<file path="config.mk">
export PLATFORM = sky130hd
export DESIGN_NAME = pow_5_rr_arbiter
export DESIGN_NICKNAME = d
export VERILOG_FILES = /design/src/rtl/pow5_arb_pkg.sv /design/src/rtl/pow5_tag_pipe.sv /design/src/rtl/pow_5_rr_arbiter.sv
export SDC_FILE = /design/constraint.sdc
export NUM_CORES = 1
export LEC_CHECK = 0
export BUFFER_PORTS_ARGS = -buffer_cell sky130_fd_sc_hd__buf_4
export CAP_MARGIN = 20
export CORE_MARGIN = 1.5
export CORE_UTILIZATION = 36
export CTS_BUF_LIST = sky130_fd_sc_hd__clkbuf_4 sky130_fd_sc_hd__clkbuf_8 sky130_fd_sc_hd__clkbuf_16
export CTS_CLUSTER_DIAMETER = 50
export DETAILED_ROUTE_END_ITERATION = 12
export PLACE_DENSITY = 0.71
export RECOVER_POWER = 50
export REMOVE_ABC_BUFFERS = 1
export SKIP_LAST_GASP = 1
export SLEW_MARGIN = 10
export SYNTH_ARGS = -nofsm -noshare
export SYNTH_HDL_FRONTEND = slang
export SYNTH_SLANG_ARGS = --single-unit
</file>
<file path="constraint.sdc">
create_clock -name clk -period 4.9 [get_ports clk]
set_input_delay 0 -clock clk [delete_from_list [all_inputs] [get_ports clk]]
set_output_delay 0 -clock clk [all_outputs]
set_load 0.05 [all_outputs]
</file>
<file path="src/rtl/pow5_arb_pkg.sv">
// Shared types and helpers for the pow5 round-robin arbiter slice.
package pow5_arb_pkg;

  localparam int POW_STAGES = 5;
  localparam int MAX_REQ    = 8;
  localparam int TAG_IDW    = 3;

  typedef struct packed {
    logic               vld;
    logic [TAG_IDW-1:0] id;
  } tag_t;

  typedef struct packed {
    logic               found;
    logic [TAG_IDW-1:0] idx;
  } pick_t;

  // Scans downward so the candidate closest to ptr is the last one written and wins.
  function automatic pick_t rr_pick(input logic [MAX_REQ-1:0] req,
                                    input logic [TAG_IDW-1:0] ptr,
                                    input int                 n);
    pick_t              r;
    logic [TAG_IDW:0]   sum;
    logic [TAG_IDW-1:0] sel;
    r = '0;
    for (int k = MAX_REQ - 1; k >= 0; k--) begin
      if (k < n) begin
        sum = {1'b0, ptr} + (TAG_IDW+1)'(k);
        if (sum >= (TAG_IDW+1)'(n)) begin
          sum = sum - (TAG_IDW+1)'(n);
        end
        sel = sum[TAG_IDW-1:0];
        if (req[sel]) begin
          r.found = 1'b1;
          r.idx   = sel;
        end
      end
    end
    return r;
  endfunction

endpackage

</file>
<file path="src/rtl/pow5_tag_pipe.sv">
// Requester-ID shift register running in lockstep with the x^5 engine,
// plus a count of the operations currently inside the engine.
module pow5_tag_pipe
  import pow5_arb_pkg::*;
(
  input  logic                  clk,
  input  logic                  rst,
  input  logic                  en,
  input  logic                  issue,
  input  logic [TAG_IDW-1:0]    issue_id,
  input  logic                  pop,
  output logic [POW_STAGES-1:0] tag_vld,
  output tag_t                  last,
  output logic [2:0]            inflight
);

  tag_t stage [POW_STAGES];

  always_ff @(posedge clk or posedge rst) begin
    if (rst) begin
      for (int k = 0; k < POW_STAGES; k++) begin
        stage[k] <= '0;
      end
    end else if (en) begin
      stage[0] <= '{vld: issue, id: issue_id};
      for (int k = 1; k < POW_STAGES; k++) begin
        stage[k] <= stage[k-1];
      end
    end
  end

  // A simultaneous issue and pop leaves the count unchanged.
  always_ff @(posedge clk or posedge rst) begin
    if (rst) begin
      inflight <= '0;
    end else if (en) begin
      if (issue && !pop) begin
        inflight <= inflight + 3'd1;
      end else if (pop && !issue) begin
        inflight <= inflight - 3'd1;
      end
    end
  end

  always_comb begin
    tag_vld = '0;
    for (int k = 0; k < POW_STAGES; k++) begin
      tag_vld[k] = stage[k].vld;
    end
  end

  assign last = stage[POW_STAGES-1];

endmodule

</file>
<file path="src/rtl/pow_5_rr_arbiter.sv">
// Round-robin arbiter sharing one 5-stage x^5 engine among N requesters;
// results return on one backpressured channel tagged with the requester ID.
module pow_5_rr_arbiter
  import pow5_arb_pkg::*;
#(
  parameter int N   = 4,
  parameter int W   = 8,
  parameter int IDW = 3
) (
  input  logic                  clk,
  input  logic                  rst,
  input  logic                  drain,
  input  logic [N-1:0]          req_vld,
  input  logic [N*W-1:0]        req_arg,
  output logic [N-1:0]          req_rdy,
  output logic                  eng_clk_en,
  output logic                  eng_arg_vld,
  output logic [W-1:0]          eng_arg,
  input  logic [POW_STAGES-1:0] eng_res_vld,
  input  logic [POW_STAGES*W-1:0] eng_res,
  output logic                  out_vld,
  output logic [IDW-1:0]        out_id,
  output logic [W-1:0]          out_res,
  input  logic                  out_rdy,
  output logic [2:0]            inflight
);

  logic [TAG_IDW-1:0]    ptr;
  logic [MAX_REQ-1:0]    req_ext;
  pick_t                 pick;
  logic                  grant_ok;
  logic [POW_STAGES-1:0] tag_vld;
  logic [POW_STAGES-1:0] tag_vld_rev;
  tag_t                  last;
  logic                  unused_res;

  // Backpressure is realised purely by freezing the engine and the tag pipe together.
  assign eng_clk_en = !(out_vld && !out_rdy);

  always_comb begin
    req_ext          = '0;
    req_ext[N-1:0]   = req_vld;
    pick             = rr_pick(req_ext, ptr, N);
    grant_ok         = pick.found && eng_clk_en && !drain && !rst;
  end

  always_comb begin
    req_rdy = '0;
    eng_arg = '0;
    for (int i = 0; i < N; i++) begin
      if (grant_ok && (pick.idx == TAG_IDW'(i))) begin
        req_rdy[i] = 1'b1;
        eng_arg    = req_arg[i*W +: W];
      end
    end
  end

  assign eng_arg_vld = |(req_vld & req_rdy);

  always_ff @(posedge clk or posedge rst) begin
    if (rst) begin
      ptr <= '0;
    end else if (eng_arg_vld) begin
      ptr <= (pick.idx == TAG_IDW'(N - 1)) ? '0 : pick.idx + TAG_IDW'(1);
    end
  end

  pow5_tag_pipe u_tag_pipe (
    .clk      (clk),
    .rst      (rst),
    .en       (eng_clk_en),
    .issue    (eng_arg_vld),
    .issue_id (pick.idx),
    .pop      (out_vld && out_rdy),
    .tag_vld  (tag_vld),
    .last     (last),
    .inflight (inflight)
  );

  assign out_vld    = last.vld;
  assign out_id     = IDW'(last.id);
  assign out_res    = eng_res[W-1:0];
  assign unused_res = ^eng_res[POW_STAGES*W-1:W];

  // Engine res_vld is numbered from the output end, the tag pipe from the input end.
  always_comb begin
    tag_vld_rev = '0;
    for (int k = 0; k < POW_STAGES; k++) begin
      tag_vld_rev[POW_STAGES-1-k] = tag_vld[k];
    end
  end

  assert property (@(posedge clk) disable iff (rst) tag_vld_rev == eng_res_vld)
    else $fatal(1, "tag pipe out of lockstep with engine");

endmodule

</file>
### Word-level counts from Yosys, hierarchy flattened

Cells that the tools add are included.
Widths: inputs -> output; s select.

* bits in registers: 26
* input port bits: 85
* output and inout bits: 29
* logic and storage cells: 83

* add/subtract/negate cells: 10
* order comparisons: 8
* eq/ne operators: 3
* muxes and demuxes: 27
* bitwise operators: 2
* reductions and logical operators: 21

Operators by type and width (number)
* $mux 8: 4
* $mux 3: 7
* $lt 3x4->1 const B: 4
* $mux 4: 4
* $bmux 1 s3: 4
* $ge 4x3->1 const B: 3
* $sub 3x3->3 const B: 4
* $logic_and 1x1->1: 11
* $add 3x2->4 const B: 2
* $mux 1: 8
* $add 3x1->3 const B: 2
* $eq 3x2->1 const B: 2
* $logic_not 1->1: 6
* $add 3x1->4 const B: 1
* $and 4x4->4: 1
* $reduce_or 4->1: 1
* $eq 3x1->1 const B: 1
* $ge 3x3->1 const B: 1
* $logic_not 3->1: 1
* $sub 3x1->3 const B: 1
* $reduce_and 2->1: 1
* $reduce_bool 2->1: 1
* $not 1->1: 1

### Depth between registers and ports, before layout

* depth in word-level cells: 20
* mapped depth: 21
* depth with buffers taken out: 17

### Hierarchy

Synthesis repeated with hierarchy kept, for this count alone.

* cells, all modules: 186
* area, all modules: 1859.3 sq um

By module, submodules not included
* pow5_tag_pipe: times used 1, cells each 65, area an instance 996.0 sq um, sequential area each 575.6 sq um
* pow_5_rr_arbiter: times used 1, cells each 121, area an instance 863.3 sq um, sequential area each 75.1 sq um

### Worst setup path after synthesis

No wires, ideal clock.

* path kind: register -> register
* from: register ptr[0]
* to: register u_tag_pipe.inflight[2]
* library setup time: 0.140 ns
* arrival time: 4.765 ns
* required time: 4.760 ns
* setup slack: -0.005 ns
* stages on the path, launching flop included: 21
* buffers on the path: 4
* period minus slack after synthesis: 4.905 ns
* path through: dfrtp_1 > buf_4 > clkbuf_1 > inv_1 > ha_1 > buf_2 > inv_1 > o211ai_1 > o21ai_0 > a211oi_1 > ha_1 > buf_2 > a22oi_1 > a2111oi_0 > nor2b_2 > ha_1 > inv_1 > fa_1 > xnor2_1 > nand2_1 > xnor2_1

RTL lines
* start: declaration: RTL line pow_5_rr_arbiter.sv:28 `logic [TAG_IDW-1:0] ptr;`
* start signal: assignment: RTL line pow_5_rr_arbiter.sv:64 `ptr <= (pick.idx == TAG_IDW'(N - 1)) ? '0 : pick.idx + TAG_IDW'(1);`
* end signal: assignment: RTL line pow5_tag_pipe.sv:38 `inflight <= inflight + 3'd1;`
* end signal: assignment: RTL line pow5_tag_pipe.sv:40 `inflight <= inflight - 3'd1;`
* end: declaration: RTL line pow5_tag_pipe.sv:14 `output logic [2:0] inflight`

==> results.yml <==
status:
  status: "completed"
worst_setup_path:
  r2r-end: "u_tag_pipe.inflight[2]"
  path_class: "reg -> reg"
  worst-r2r-setup-slack_ns: 0.75
  crit_arrival_ns: 4.32
  r2r-start: "ptr[1]"
  critPathRequiredTime_ns: 5.06
  critPathLaunchType: "register"
  cp_max_fo: 12
  reg2reg_depth: 18
  cp-end-kind: "register"
sta:
  relSlewSlack: 0.336
  fin_ws_ns: 0.746
  timing.final.crit_share: 0.848
  hold_viol: 0
  final_max_slew_viol_count: 0
  whs_ns: 0.000587
  finalSetupViolCount: 0
  clock.fmax_mhz: 241
  period_needed_ns: 4.15
  worstMarginPinSlew_ns: 0.996
  fin_skew_ns: 0.00268
  rsz0062_at_grt: "no"
die:
  rows: 26
  die_x_um: 76.1
  die_h_um: 76.1
  core_um2: 5140
  start_util: 0.375
  ios: 114
  dieArea_um2: 5800
power_and_ir_drop:
  leakagePower_nw: 1.12
  powerDensity_nw_per_um2: 644
  power_mw: 1.55
  irDropWorstVdd_mv: 0.427
worst_hold_path:
  holdPathEnd: "out_res[2]"
  hp-start: "eng_res[2]"
  hold_class: "in -> out"
  hold_depth: 0
routing:
  wire_per_inst_um: 13.7
  vias: 1592
  finalWirelength_um: 4350
  drt_iter0_markers: 59
  first_pass_iters: 6
  drc_errors: 0
  viasPerCell: 5.02
  drtAntennaViolNets: 0
finish:
  layout_commonest_cell: "buf_4"
  antenna_cells: 0
  mostFrequentLayoutCells: "buf_4 (59), nor2_1 (27), dfrtp_1 (26), mux2_2 (21), a21oi_1 (13)"
  drive_gt1_frac: 0.364
  stdcell_area_um2: 2400
  fin_nets: 341
  syn2layout_area_growth_pct: 24.8
  fin_util: 0.467
clock_tree:
  ctsResizeCount: 0
  cts_sinks: 26
  clock-root-buffer: "clkbuf_8"
  clockBufferDepth: 2
  cts_tree: "done"
  path_clk_slew_ns: 0.08
  h-tree-depth: 1
  cts_buffers: 3
  clock_latency_ns: 0.27
grt:
  grt_use_met1: 0.196
  overflow: 0
  grt_max_degree: 27
  met2_usage: 0.251
  grt_busiest_layer: "met2"
  antenna_found_initial: 0
  grt_pass1_vias: 1548
  grt_usage: 0.156
  grtUsageMet3: 0.0491
  grt_pass1_wl_um: 7400
placed_design:
  gp_congestion: 0.836
  dpl.hpwl_um: 3260
  port_buffers: 60
  pre_cts_ws_ns: 0.748
  place_area_um2: 2350
synthesis:
  synth_edf_count: 0
  ys_seq_area_frac: 0.338
  synth_cells: 201
  synth-seq-cells: 26
  yosys_warnings: 0
  synth_area_um2: 1930
  async_reset_ff_frac: 1.00
  synth_flop_cell: "dfrtp_1"
  ys_types: 45
  syn_avg_cell_area_um2: 9.58
run:
  cap_violations: 0
==> registers in the layout (all words and copies together), names as in the netlist <==
register / cells
ptr: 3
u_tag_pipe.inflight: 3
u_tag_pipe.last: 4
u_tag_pipe.stage: 12
u_tag_pipe.tag_vld: 4
==> cells in the mapped netlist, types with 2 or more instances <==
cell type   n  area [um^2]
nor2_1     27          101
dfrtp_1    26          651
mux2_2     21          236
buf_4      14          105
a21oi_1    13         65.1
inv_1      12         45.0
a221oi_1    8         70.1
nor3_1      8         40.0
ha_1        7         87.6
clkbuf_1    6         22.5
nor2b_1     6         37.5
buf_2       5         25.0
o21ai_0     5         25.0
mux2i_1     4         40.0
nand2_1     3         11.3
a21o_1      2         15.0
a22oi_1     2         15.0
a31oi_1     2         12.5
and4_1      2         17.5
mux4_1      2         52.6
xnor2_1     2         17.5
==> per-stage QoR <==
stage               setup TNS, ns  cells
floorplan                  -0.138    174
global placement                0    312
detailed placement              0    312
CTS                             0    317
global route                    0    317
finish                          0    317
==> logic make-up (layout without fill, tap and decap cells) <==
| kind of cell | after synthesis | in the layout | share of synthesized area |
|---|---|---|---|
| buf+inv | 40 | 86 | 0.113 |
| compound gates | 42 | 42 | 0.153 |
| fa+ha+maj | 8 | 8 | 0.0559 |
| simple gates | 53 | 53 | 0.136 |
| xor+xnor | 3 | 3 | 0.0136 |
| flops | 26 | 26 | 0.338 |
| mux | 29 | 29 | 0.190 |
==> worst max path at each step <==
stage / startpoint / end / slack (ns) / depth (start not counted)
3_5_place_dp: ptr[1] / u_tag_pipe.inflight[2] / 0.75 / 18
5_1_grt: ptr[1] / u_tag_pipe.inflight[2] / 0.30 / 18
3_3_place_gp: ptr[1] / u_tag_pipe.inflight[2] / 0.75 / 16
4_1_cts: ptr[1] / u_tag_pipe.inflight[2] / 0.72 / 18
6_report: ptr[1] / u_tag_pipe.inflight[2] / 0.75 / 18
2_1_floorplan: ptr[0] / u_tag_pipe.inflight[2] / -0.09 / 16
==> critical path, cell delays in order, from the launching register on <==
cell	delay, ns
dfrtp_1	0.58
inv_1	0.16
ha_1	0.51
mux2i_1	0.22
a21oi_1	0.07
a21o_1	0.17
a22o_1	0.26
inv_1	0.10
ha_1	0.18
a22oi_1	0.09
a2111oi_0	0.39
buf_4	0.19
nor2b_2	0.15
ha_1	0.19
inv_1	0.06
fa_1	0.37
xnor2_1	0.14
nand2_1	0.08
xnor2_1	0.14
==> metal layers <==
layer	share of wire	wire length, um
met1	0.43	1880
met2	0.49	2120
met3	0.072	313
met4	0.0087	38
met5	0	0
==> power by group <==
group	total [mW]	switching (mW)	internal (mW)
combinational	1.02	0.604	0.418
clock	0.175	0.0654	0.109
sequential	0.351	0.0603	0.291
total	1.55	0.730	0.818
==> area by class of cell <==
cell class	count	area, um^2
fill	504	2740
multi-input combinational	135	1060
sequential	26	651
timing repair buffer	69	487
tap	70	87.6
inverter	13	48.8
clock buffer	3	41.3
clock inverter	1	30.0
==> timing repair <==
| item | in CTS | in global routing |
|---|---|---|
| setup endpoints to repair | 0 | 0 |
| hold buffers | 1 | 0 |
| setup buffers | 0 | 0 |
| hold endpoints to repair | 26 | 0 |
(Power assumes the default switching activity.)
